## src/rtl/clksel_if.sv

```systemverilog
// Handshake bundle between the clock-switch sequencer, its requester and the HS clock domains.
// The sequencer takes the slave modport; the requester/clock-domain side takes master.
interface clksel_if #(
  parameter int NUM_HS = 2,
  parameter int DIV_W  = 2,
  parameter int SRC_W  = $clog2(NUM_HS + 1)
);
  logic              req_valid;
  logic [SRC_W-1:0]  req_src;
  logic [DIV_W-1:0]  req_div;
  logic              req_ready;
  logic [NUM_HS-1:0] hs_en_ack;
  logic [NUM_HS-1:0] hs_en_req;
  logic              ls_en;
  logic [DIV_W-1:0]  div_sel;
  logic [SRC_W-1:0]  cur_src;
  logic              done;
  logic              err;

  modport master (
    output req_valid, req_src, req_div, hs_en_ack,
    input  req_ready, hs_en_req, ls_en, div_sel, cur_src, done, err
  );

  modport slave (
    input  req_valid, req_src, req_div, hs_en_ack,
    output req_ready, hs_en_req, ls_en, div_sel, cur_src, done, err
  );
endinterface

```

## src/rtl/clksel_seq.sv

```systemverilog
// Glitch-free clock source switch sequencer running on the low-speed clock: drops the old
// source, dwells with every enable off, then raises the new source and waits for its ack.
module clksel_seq #(
  parameter int NUM_HS         = 2,
  parameter int DIV_W          = 2,
  parameter int SYNC_STAGES    = 2,
  parameter int DWELL_CYCLES   = 4,
  parameter int TIMEOUT_CYCLES = 64,
  localparam int SRC_W         = $clog2(NUM_HS + 1)
) (
  input  logic     lsclk_in,
  input  logic     rst_b,
  clksel_if.slave  bus
);

  typedef enum logic [1:0] {IDLE, DROP, DWELL, RAISE} state_t;

  localparam int CNT_MAX = (TIMEOUT_CYCLES > DWELL_CYCLES) ? TIMEOUT_CYCLES : DWELL_CYCLES;
  localparam int CNT_W   = $clog2(CNT_MAX + 1);

  state_t                             state_q, state_d;
  logic [SYNC_STAGES-1:0][NUM_HS-1:0] sync_q, sync_d;
  logic [SRC_W-1:0]                   tgt_src_q, tgt_src_d;
  logic [SRC_W-1:0]                   old_src_q, old_src_d;
  logic [SRC_W-1:0]                   cur_src_q, cur_src_d;
  logic [DIV_W-1:0]                   tgt_div_q, tgt_div_d;
  logic [DIV_W-1:0]                   div_sel_q, div_sel_d;
  logic [CNT_W-1:0]                   cnt_q, cnt_d;
  logic                               ls_en_q, ls_en_d;
  logic [NUM_HS-1:0]                  hs_en_req_q, hs_en_req_d;
  logic                               req_ready_q, req_ready_d;
  logic                               done_q, done_d;
  logic                               err_q, err_d;

  logic [NUM_HS-1:0]                  sack;
  logic [NUM_HS-1:0]                  tgt_onehot;
  logic                               old_ack;
  logic                               tgt_ack;
  logic                               accept;
  logic                               req_bad;
  logic                               req_same;

  // Acks come from unrelated clock domains, so each bit crosses a plain flop chain.
  always_comb begin
    sync_d    = sync_q;
    sync_d[0] = bus.hs_en_ack;
    for (int s = 1; s < SYNC_STAGES; s++) begin
      sync_d[s] = sync_q[s-1];
    end
  end

  assign sack = sync_q[SYNC_STAGES-1];

  always_comb begin
    old_ack    = 1'b0;
    tgt_ack    = 1'b0;
    tgt_onehot = '0;
    for (int k = 0; k < NUM_HS; k++) begin
      if (old_src_q == SRC_W'(k + 1)) begin
        old_ack = sack[k];
      end
      if (tgt_src_q == SRC_W'(k + 1)) begin
        tgt_ack       = sack[k];
        tgt_onehot[k] = 1'b1;
      end
    end
  end

  assign accept   = bus.req_valid & req_ready_q;
  assign req_bad  = bus.req_src > SRC_W'(NUM_HS);
  assign req_same = (bus.req_src == cur_src_q) && (bus.req_div == div_sel_q);

  always_comb begin
    state_d     = state_q;
    tgt_src_d   = tgt_src_q;
    old_src_d   = old_src_q;
    cur_src_d   = cur_src_q;
    tgt_div_d   = tgt_div_q;
    div_sel_d   = div_sel_q;
    cnt_d       = cnt_q;
    ls_en_d     = ls_en_q;
    hs_en_req_d = hs_en_req_q;
    done_d      = 1'b0;
    err_d       = 1'b0;

    unique case (state_q)
      IDLE: begin
        if (accept) begin
          if (req_bad) begin
            err_d = 1'b1;
          end else if (req_same) begin
            done_d = 1'b1;
          end else begin
            tgt_src_d   = bus.req_src;
            tgt_div_d   = bus.req_div;
            old_src_d   = cur_src_q;
            ls_en_d     = 1'b0;
            hs_en_req_d = '0;
            state_d     = DROP;
          end
        end
      end

      // LS enable is local, so only an HS source needs its ack to fall before moving on.
      DROP: begin
        if ((old_src_q == '0) || !old_ack) begin
          div_sel_d = tgt_div_q;
          cnt_d     = '0;
          state_d   = DWELL;
        end
      end

      DWELL: begin
        if (cnt_q == CNT_W'(DWELL_CYCLES - 1)) begin
          ls_en_d     = (tgt_src_q == '0);
          hs_en_req_d = tgt_onehot;
          cnt_d       = '0;
          state_d     = RAISE;
        end else begin
          cnt_d = cnt_q + 1'b1;
        end
      end

      // A source that never acks is abandoned and the sequence falls back to LS, div 0.
      RAISE: begin
        if ((tgt_src_q == '0) || tgt_ack) begin
          cur_src_d = tgt_src_q;
          done_d    = 1'b1;
          state_d   = IDLE;
        end else if (cnt_q == CNT_W'(TIMEOUT_CYCLES - 1)) begin
          hs_en_req_d = '0;
          err_d       = 1'b1;
          old_src_d   = tgt_src_q;
          tgt_src_d   = '0;
          tgt_div_d   = '0;
          cnt_d       = '0;
          state_d     = DROP;
        end else begin
          cnt_d = cnt_q + 1'b1;
        end
      end

      default: begin
        state_d = IDLE;
      end
    endcase

    req_ready_d = (state_d == IDLE);
  end

  always_ff @(posedge lsclk_in or negedge rst_b) begin
    if (!rst_b) begin
      state_q     <= IDLE;
      sync_q      <= '0;
      tgt_src_q   <= '0;
      old_src_q   <= '0;
      cur_src_q   <= '0;
      tgt_div_q   <= '0;
      div_sel_q   <= '0;
      cnt_q       <= '0;
      ls_en_q     <= 1'b1;
      hs_en_req_q <= '0;
      req_ready_q <= 1'b1;
      done_q      <= 1'b0;
      err_q       <= 1'b0;
    end else begin
      state_q     <= state_d;
      sync_q      <= sync_d;
      tgt_src_q   <= tgt_src_d;
      old_src_q   <= old_src_d;
      cur_src_q   <= cur_src_d;
      tgt_div_q   <= tgt_div_d;
      div_sel_q   <= div_sel_d;
      cnt_q       <= cnt_d;
      ls_en_q     <= ls_en_d;
      hs_en_req_q <= hs_en_req_d;
      req_ready_q <= req_ready_d;
      done_q      <= done_d;
      err_q       <= err_d;
    end
  end

  assign bus.req_ready = req_ready_q;
  assign bus.hs_en_req = hs_en_req_q;
  assign bus.ls_en     = ls_en_q;
  assign bus.div_sel   = div_sel_q;
  assign bus.cur_src   = cur_src_q;
  assign bus.done      = done_q;
  assign bus.err       = err_q;

  a_no_overlap: assert property (@(posedge lsclk_in) disable iff (!rst_b)
    $onehot0({ls_en_q, hs_en_req_q}));

  a_done_err_excl: assert property (@(posedge lsclk_in) disable iff (!rst_b)
    !(done_q && err_q));

endmodule

```

## src/flat_wrapper.sv

```systemverilog
// flat-port wrapper written by rule: the top's interface ports become plain ports
module clksel_seq_flat 
#(
  parameter int NUM_HS         = 2,
  parameter int DIV_W          = 2,
  parameter int SYNC_STAGES    = 2,
  parameter int DWELL_CYCLES   = 4,
  parameter int TIMEOUT_CYCLES = 64,
  localparam int SRC_W         = $clog2(NUM_HS + 1)
)
  (lsclk_in, rst_b, bus_req_valid, bus_req_src, bus_req_div, bus_hs_en_ack, bus_req_ready, bus_hs_en_req, bus_ls_en, bus_div_sel, bus_cur_src, bus_done, bus_err);
  clksel_if #(.NUM_HS(NUM_HS), .DIV_W(DIV_W)) bus_i ();
  input  logic lsclk_in;
  input  logic rst_b;
  input wire logic [$bits(bus_i.req_valid)-1:0] bus_req_valid;
  input wire logic [$bits(bus_i.req_src)-1:0] bus_req_src;
  input wire logic [$bits(bus_i.req_div)-1:0] bus_req_div;
  input wire logic [$bits(bus_i.hs_en_ack)-1:0] bus_hs_en_ack;
  output wire logic [$bits(bus_i.req_ready)-1:0] bus_req_ready;
  output wire logic [$bits(bus_i.hs_en_req)-1:0] bus_hs_en_req;
  output wire logic [$bits(bus_i.ls_en)-1:0] bus_ls_en;
  output wire logic [$bits(bus_i.div_sel)-1:0] bus_div_sel;
  output wire logic [$bits(bus_i.cur_src)-1:0] bus_cur_src;
  output wire logic [$bits(bus_i.done)-1:0] bus_done;
  output wire logic [$bits(bus_i.err)-1:0] bus_err;
  assign bus_i.req_valid = bus_req_valid;
  assign bus_i.req_src = bus_req_src;
  assign bus_i.req_div = bus_req_div;
  assign bus_i.hs_en_ack = bus_hs_en_ack;
  assign bus_req_ready = bus_i.req_ready;
  assign bus_hs_en_req = bus_i.hs_en_req;
  assign bus_ls_en = bus_i.ls_en;
  assign bus_div_sel = bus_i.div_sel;
  assign bus_cur_src = bus_i.cur_src;
  assign bus_done = bus_i.done;
  assign bus_err = bus_i.err;
  clksel_seq #(.NUM_HS(NUM_HS), .DIV_W(DIV_W), .SYNC_STAGES(SYNC_STAGES), .DWELL_CYCLES(DWELL_CYCLES), .TIMEOUT_CYCLES(TIMEOUT_CYCLES)) u_core (.lsclk_in(lsclk_in), .rst_b(rst_b), .bus(bus_i));
endmodule
```

## config.mk

```make
export PLATFORM = sky130hd
export DESIGN_NAME = clksel_seq_flat
export DESIGN_NICKNAME = d
export VERILOG_FILES = /design/src/rtl/clksel_if.sv /design/src/rtl/clksel_seq.sv /design/src/flat_wrapper.sv
export SDC_FILE = /design/constraint.sdc
export NUM_CORES = 1
export LEC_CHECK = 0
export ABC_AREA = 1
export BUFFER_PORTS_ARGS = -buffer_cell sky130_fd_sc_hd__buf_2
export CAP_MARGIN = 20
export CORE_MARGIN = 2
export CORE_UTILIZATION = 40
export DETAILED_ROUTE_END_ITERATION = 7
export PLACE_DENSITY_LB_ADDON = 0.15
export SLEW_MARGIN = 20
export SYNTH_ARGS = -nofsm -noshare
export SYNTH_HDL_FRONTEND = slang
export SYNTH_SLANG_ARGS = --single-unit
```

## constraint.sdc

```tcl
create_clock -name lsclk_in -period 1.9 [get_ports lsclk_in]
set_input_delay 0.285 -clock lsclk_in [delete_from_list [all_inputs] [get_ports lsclk_in]]
set_output_delay 0.285 -clock lsclk_in [all_outputs]
set_load 0.005 [all_outputs]
```

==> run_results.csv, run 1 <==
group,metric,value,unit
yosys,synth_top_area_cell,"dfrtp_1",
cts,cts.sinks,29,
cts,post_cts_resized,0,
yosys,ys_seq_elements,29,
global_route,antenna_found_initial,0,
final_layout,final_nets,255,
final_layout,nFillCells,405,
sta,drv_slew,0,
sta,slew_headroom,0.578,
cts,clock_path_buffers,2,
final_layout,syn2layout_area_growth,14.1,%
die,core,4000,um2
pwr,peakVddDrop,0.630,mV
cts,numCtsBuffers,5,
critical_path,crit_fanout,10,
cts,insertion_delay,0.29,ns
die,rows,23,
cts,cts_tree,"built",
routing,drc,0,
critical_path,critPathArrivalTime,1.79,ns
routing,antenna_left,0,
pwr,p_leak,1.01,nW
cts,cts.clk_slew.worst_paths,0.06,ns
critical_path,startpoint_type,"flop",
critical_path,path_class,"flop to flop",
routing,vias_per_cell,4.80,
cts,postCtsSetupBuffers,0,
sta,setup_violations,0,
yosys,netlist-cell-type-count,30,
die,start_util,0.415,
place,post-dp-hpwl,2620,um
sta,period_minus_slack,1.61,ns
global_route,grt_pass1_vias,1306,
yosys,yosysSeqAreaShare,0.438,
routing,wl_per_cell,11.7,um
yosys,syn_area,1660,um2
yosys,syn_nets,231,
yosys,synth.top_cells.by_area,"dfrtp_1 (41%), nand2_1 (16%), inv_1 (5.6%)",
yosys,synth_cells,216,
global_route,grt_pass1_wl,6030,um
critical_path,required,2.07,ns
place,globalplace.congestion,0.856,
yosys,synth_top_area_frac,0.407,
sta,period_share,0.849,
final_layout,multi_input_area,815,um2
sta,final.setup.tns,0,ns
yosys,synth_warnings,0,
sta,fin_skew,0.00462,ns
cts,htree_num_levels,2,
routing,drt_first_pass_iters,4,
sta,rsz0062_at_grt,"false",
final_layout,final_layout_size_suffix_gt1_frac,0.178,
sta,worstMarginPinSlew,0.634,ns
die,die_x,68.5,um
routing,drt-initial-drc-count,58,
die,die_area,4690,um2
global_route,grt_start_max_net_pins,30,
hold_path,hold_class,"input port to asynchronous set/reset pin",
pwr,powerDensity,1280,nW/um2
outcome,status,"finished, final reports clean",
sta,fmax,620,MHz
yosys,syn-mean-instance-area,7.69,um2
cts,cts_root_buffer,"clkbuf_8",
flow_run,maxCapViolCount,0,
global_route,grt_usage,0.178,
routing,vias,1398,
place,placed_area,1810,um2
die,die_h,68.5,um
die,io_pins,19,
place,io_buffers,18,
routing,drt-total-wl,3420,um
sta,finalHoldViolations,0,
cts,ctsHoldBuffers,0,
final_layout,num_antenna_cells,0,
critical_path,critPathCaptureType,"flop",
final_layout,fin_area,1900,um2
global_route,grt_overflow,0,
final_layout,seq_area,728,um2
-- registers in the layout, summed over array words and instances, names as in the netlist, 2 cells and up --
| register | cells |
|---|---|
| u_core.cnt_q | 7 |
| u_core.bus.cur_src | 2 |
| u_core.bus.div_sel | 2 |
| u_core.bus.hs_en_req | 2 |
| u_core.old_src_q | 2 |
| u_core.sack | 2 |
| u_core.state_q | 2 |
| u_core.sync_d | 2 |
| u_core.tgt_div_q | 2 |
| u_core.tgt_src_q | 2 |
-- worst max-delay path: stages, from the launching register on --
cell,delay [ns]
dfrtp_1,0.40
ha_1,0.20
nand2_2,0.08
nor2_4,0.12
nand2_2,0.10
o21ai_4,0.31
nand3_1,0.15
nand2_1,0.08
nand2_1,0.05
-- layout make-up --
| type | count | share of cell area |
|---|---|---|
| flip-flops and latches | 29 | 0.384 |
| multi-input cells | 157 | 0.430 |
| clock inverters | 2 | 0.00528 |
| inverters | 28 | 0.0581 |
| well taps | 50 | 0.0330 |
| repair buffers | 19 | 0.0515 |
| clock buffers | 6 | 0.0383 |
-- synth_stat cells --
master / instances
o21a_1: 1
nor3_1: 3
dfrtp_1: 27
clkinv_4: 1
nor4_1: 1
xor2_1: 1
nor2_4: 1
nand4_1: 11
nand2_4: 1
o21bai_2: 1
nand3_4: 2
o211ai_1: 1
nor2_1: 20
o21ai_4: 1
buf_2: 1
a21oi_1: 4
ha_1: 6
dfstp_2: 2
nand2_2: 5
clkbuf_1: 1
o21ai_2: 1
and2_1: 1
xnor2_1: 1
inv_1: 25
o21ai_1: 5
o21bai_1: 1
nand3_1: 11
inv_2: 2
o21ai_0: 8
nand2_1: 70
-- placed cells by master, fill, tap and decap left out, types with 2 or more instances in the layout --
cell / count
nand2_1: 70
dfrtp_1: 27
inv_1: 25
nor2_1: 20
buf_2: 18
nand3_1: 11
nand4_1: 11
o21ai_0: 8
ha_1: 6
nand2_2: 5
o21ai_1: 5
clkbuf_8: 5
a21oi_1: 4
nor3_1: 3
inv_2: 2
nand3_4: 2
clkinv_2: 2
dfstp_2: 2
-- power by group --
part / leakage (nW) / switching (mW) / internal (mW)
clock: 0.0450 / 0.238 / 0.253
combinational: 0.590 / 0.659 / 0.348
sequential: 0.374 / 0.141 / 0.792
total: 1.01 / 1.04 / 1.39
-- per-stage QoR --
stage          hold slack (ns)  utilization  setup WS (ns)  total power, mW  cells
2_1_floorplan          -0.0106            -          0.446             1.67    216
3_3_place_gp             0.333        0.453          0.328             1.95    283
3_5_place_dp             0.345        0.453          0.291             1.96    283
4_1_cts                 0.0382        0.474          0.278             2.46    291
5_1_grt                 0.0739        0.474         0.0240             2.66    291
6_report                0.0134        0.474          0.286             2.43    291
-- kinds of logic after synthesis --
group / synth area share
buffers and inverters: 0.0715
AO/OA/AOI/OAI: 0.0866
XOR/XNOR: 0.0105
adder cells (fa/ha/maj): 0.0452
AND/OR/NAND/NOR: 0.348
flip-flops: 0.438
-- path summary, 6_finish.rpt --
kind / startpoint / end / slack (ns) / depth (start not counted)
max in group asynchronous: rst_b / u_core.cnt_q[5] / 1.47 / 1
setup reg to reg: u_core.cnt_q[0] / u_core.bus.hs_en_req[0] / 0.29 / 8
setup / recovery: u_core.cnt_q[0] / u_core.bus.hs_en_req[0] / 0.29 / 8
hold / removal: rst_b / u_core.bus.div_sel[0] / 0.01 / 1
hold reg to reg: u_core.sync_d[2] / u_core.sack[0] / 0.35 / 0
min in group lsclk_in: bus_hs_en_ack[1] / u_core.sync_d[3] / 0.10 / 1
-- metal layers --
layer | track usage | routed length, um | vias up
li1 | - | - | 739
met1 | 0.253 | 1780 | 629
met2 | 0.245 | 1420 | 23
met3 | 0.0559 | 142 | 7
met4 | 0.0800 | 70 | 0
met5 | 0 | 0 | -
(Power assumes the default switching activity.)
==> run 2, diff against run 1 <==
==> constraint.sdc (replaced) <==
create_clock -name lsclk_in -period 1.48 [get_ports lsclk_in]
set_input_delay 0.222 -clock lsclk_in [delete_from_list [all_inputs] [get_ports lsclk_in]]
set_output_delay 0.222 -clock lsclk_in [all_outputs]
set_load 0.005 [all_outputs]
==> run 2 against run 1 <==
Net effect: the flow now finishes with violations (negative setup slack); fmax up 7.8%; combinational power up 59%; non-clock buffer count is 22 higher; global-route usage is 0.17 points higher; worst hold slack better by 0.026 ns; clock skew is 0.0034 ns higher; register-to-register slack got worse by 0.30 ns; utilization is 6.5 points higher; sequential cell count is the same; cell area rose by 14%; wire length up 9.0%; largest cell class unchanged.
==> run_results.csv, run 2 (synthesized netlist as in run 1, its figures left out) <==
group,metric,value,unit
die,die_area,4690,um2
final_layout,syn2layout_area_growth,29.8,%
cts,cts.sinks,29,
cts,cts_root_buffer,"clkbuf_8",
global_route,grt_start_max_net_pins,30,
final_layout,largest_reg_flops,7,
sta,worstMarginPinSlew,0.619,ns
outcome,status,"complete, but fails checks",
hold_path,hold_start,"bus_hs_en_ack[0]",
cts,insertion_delay,0.28,ns
die,die_x,68.5,um
routing,vias_per_cell,4.80,
place,io_buffers,18,
critical_path,critPathCaptureType,"flop",
routing,drc,0,
final_layout,regMostFlops,"u_core.cnt_q",
cts,cts.clk_slew.worst_paths,0.06,ns
critical_path,required,1.65,ns
final_layout,nFillCells,390,
critical_path,crit_fanout,7,
sta,fin_skew,0.00801,ns
critical_path,critPathArrivalTime,1.67,ns
hold_path,min_to,"u_core.sync_d[2]",
final_layout,layout_common_cells,"nand2_1 (67), dfrtp_1 (26), inv_1 (23)",
pwr,powerDensity,1690,nW/um2
sta,period_share,1.01,
sta,drv_slew,0,
sta,fmax,668,MHz
outcome,failed_checks,"negative setup slack",
final_layout,final_layout_size_suffix_gt1_frac,0.304,
sta,finalHoldViolations,0,
sta,slew_headroom,0.588,
routing,wl_per_cell,11.9,um
routing,drt_first_pass_iters,4,
global_route,grt_pass1_vias,1318,
pwr,peakVddDrop,1.02,mV
flow_run,maxCapViolCount,0,
pwr,p_leak,1.14,nW
place,placed_area,1900,um2
global_route,grtUsageMet3,0.0559,
final_layout,multi_input_area,862,um2
hold_path,hold_depth,1,
cts,htree_num_levels,2,
cts,cts_tree,"built",
place,globalplace.congestion,0.829,
sta,final.setup.tns,-0.0653,ns
sta,setup_violations,7,
critical_path,startpoint_type,"flop",
hold_path,hold_class,"input port to flop",
sta,worst_slack,-0.0173,ns
final_layout,seq_area,729,um2
cts,numCtsBuffers,5,
critical_path,regToRegSetupSlack,-0.02,ns
critical_path,r2r_cells,8,
global_route,grt_use_met1,0.256,
die,io_pins,19,
final_layout,fin_area,2160,um2
final_layout,postLayoutCoreUtil,0.539,
final_layout,final_nets,277,
place,dp_slack,-0.0572,ns
routing,vias,1502,
critical_path,reg2reg_from,"u_core.cnt_q[0]",
final_layout,num_antenna_cells,0,
die,start_util,0.415,
global_route,grt_overflow,0,
final_layout,mostFrequentLayoutCell,"nand2_1",
global_route,grt_usage,0.180,
critical_path,path_class,"flop to flop",
global_route,gr-max-usage-layer,"met1",
critical_path,r2r_end,"u_core.tgt_src_q[0]",
cts,clock_path_buffers,2,
routing,drt-initial-drc-count,100,
pwr,p_total,3.64,mW
sta,rsz0062_at_grt,"true",
global_route,antenna_found_initial,0,
routing,antenna_left,0,
global_route,grt_pass1_wl,6120,um
die,die_h,68.5,um
routing,drt-total-wl,3720,um
place,post-dp-hpwl,2640,um
global_route,met2_usage,0.254,
die,rows,23,
die,core,4000,um2
sta,period_minus_slack,1.50,ns
==> run 2: how the worst max path moves through the flow <==
stage,start,endpoint,slack [ns],depth (start not counted)
final,u_core.cnt_q[0],u_core.tgt_src_q[0],-0.02,8
after global routing,u_core.cnt_q[0],u_core.tgt_src_q[1],-0.13,8
after CTS,u_core.cnt_q[0],u_core.bus.hs_en_req[1],-0.01,8
after detailed placement,u_core.cnt_q[0],u_core.tgt_src_q[0],-0.06,8
after global placement,u_core.cnt_q[0],u_core.tgt_src_q[1],-0.01,8
after floorplan,u_core.cnt_q[0],u_core.bus.hs_en_req[0],0.03,8
==> run 2: routing by layer <==
layer,part of all wire,vias up
li1,-,785
met1,0.51,676
met2,0.43,33
met3,0.043,8
met4,0.022,0
met5,0,-
==> run 2: final cells by class <==
cell class	count	share of cell area
Timing Repair Buffer	41	0.128
Multi-Input combinational cell	157	0.400
Clock buffer	7	0.0400
Inverter	28	0.0510
Clock inverter	1	0.0139
Sequential cell	29	0.338
Tap cell	50	0.0290
==> run 2: worst max-delay path, cell delays in order (launching register included) <==
cell and delay, ns:
dfrtp_1 0.36, ha_2 0.19, nand2_2 0.07, nor2_4 0.12, nand2_4 0.08, o21ai_4 0.29
nand3_4 0.15, nand2_2 0.09, nand2_1 0.05
==> run 2: what timing repair did <==
item                       4_1_cts  5_1_grt
setup endpoints to repair        8       18
hold endpoints to repair        27        0
buffers inserted                 6        4
hold buffers                     1        0
pin swaps                        6        5
gates cloned                     0        0
resized for setup                6       16
==> run 2: report_power, final <==
group | internal, mW | switching, mW | total, mW
registers | 1.02 | 0.170 | 1.19
clock network | 0.548 | 0.295 | 0.843
logic | 0.649 | 0.962 | 1.61
==> run 2: through the flow <==
stage,instances,hold WS (ns)
after global routing,313,0.0234
after detailed placement,294,0.284
after floorplan,216,-0.0736
final,313,0.0396
after global placement,294,0.282
after CTS,309,0.0301
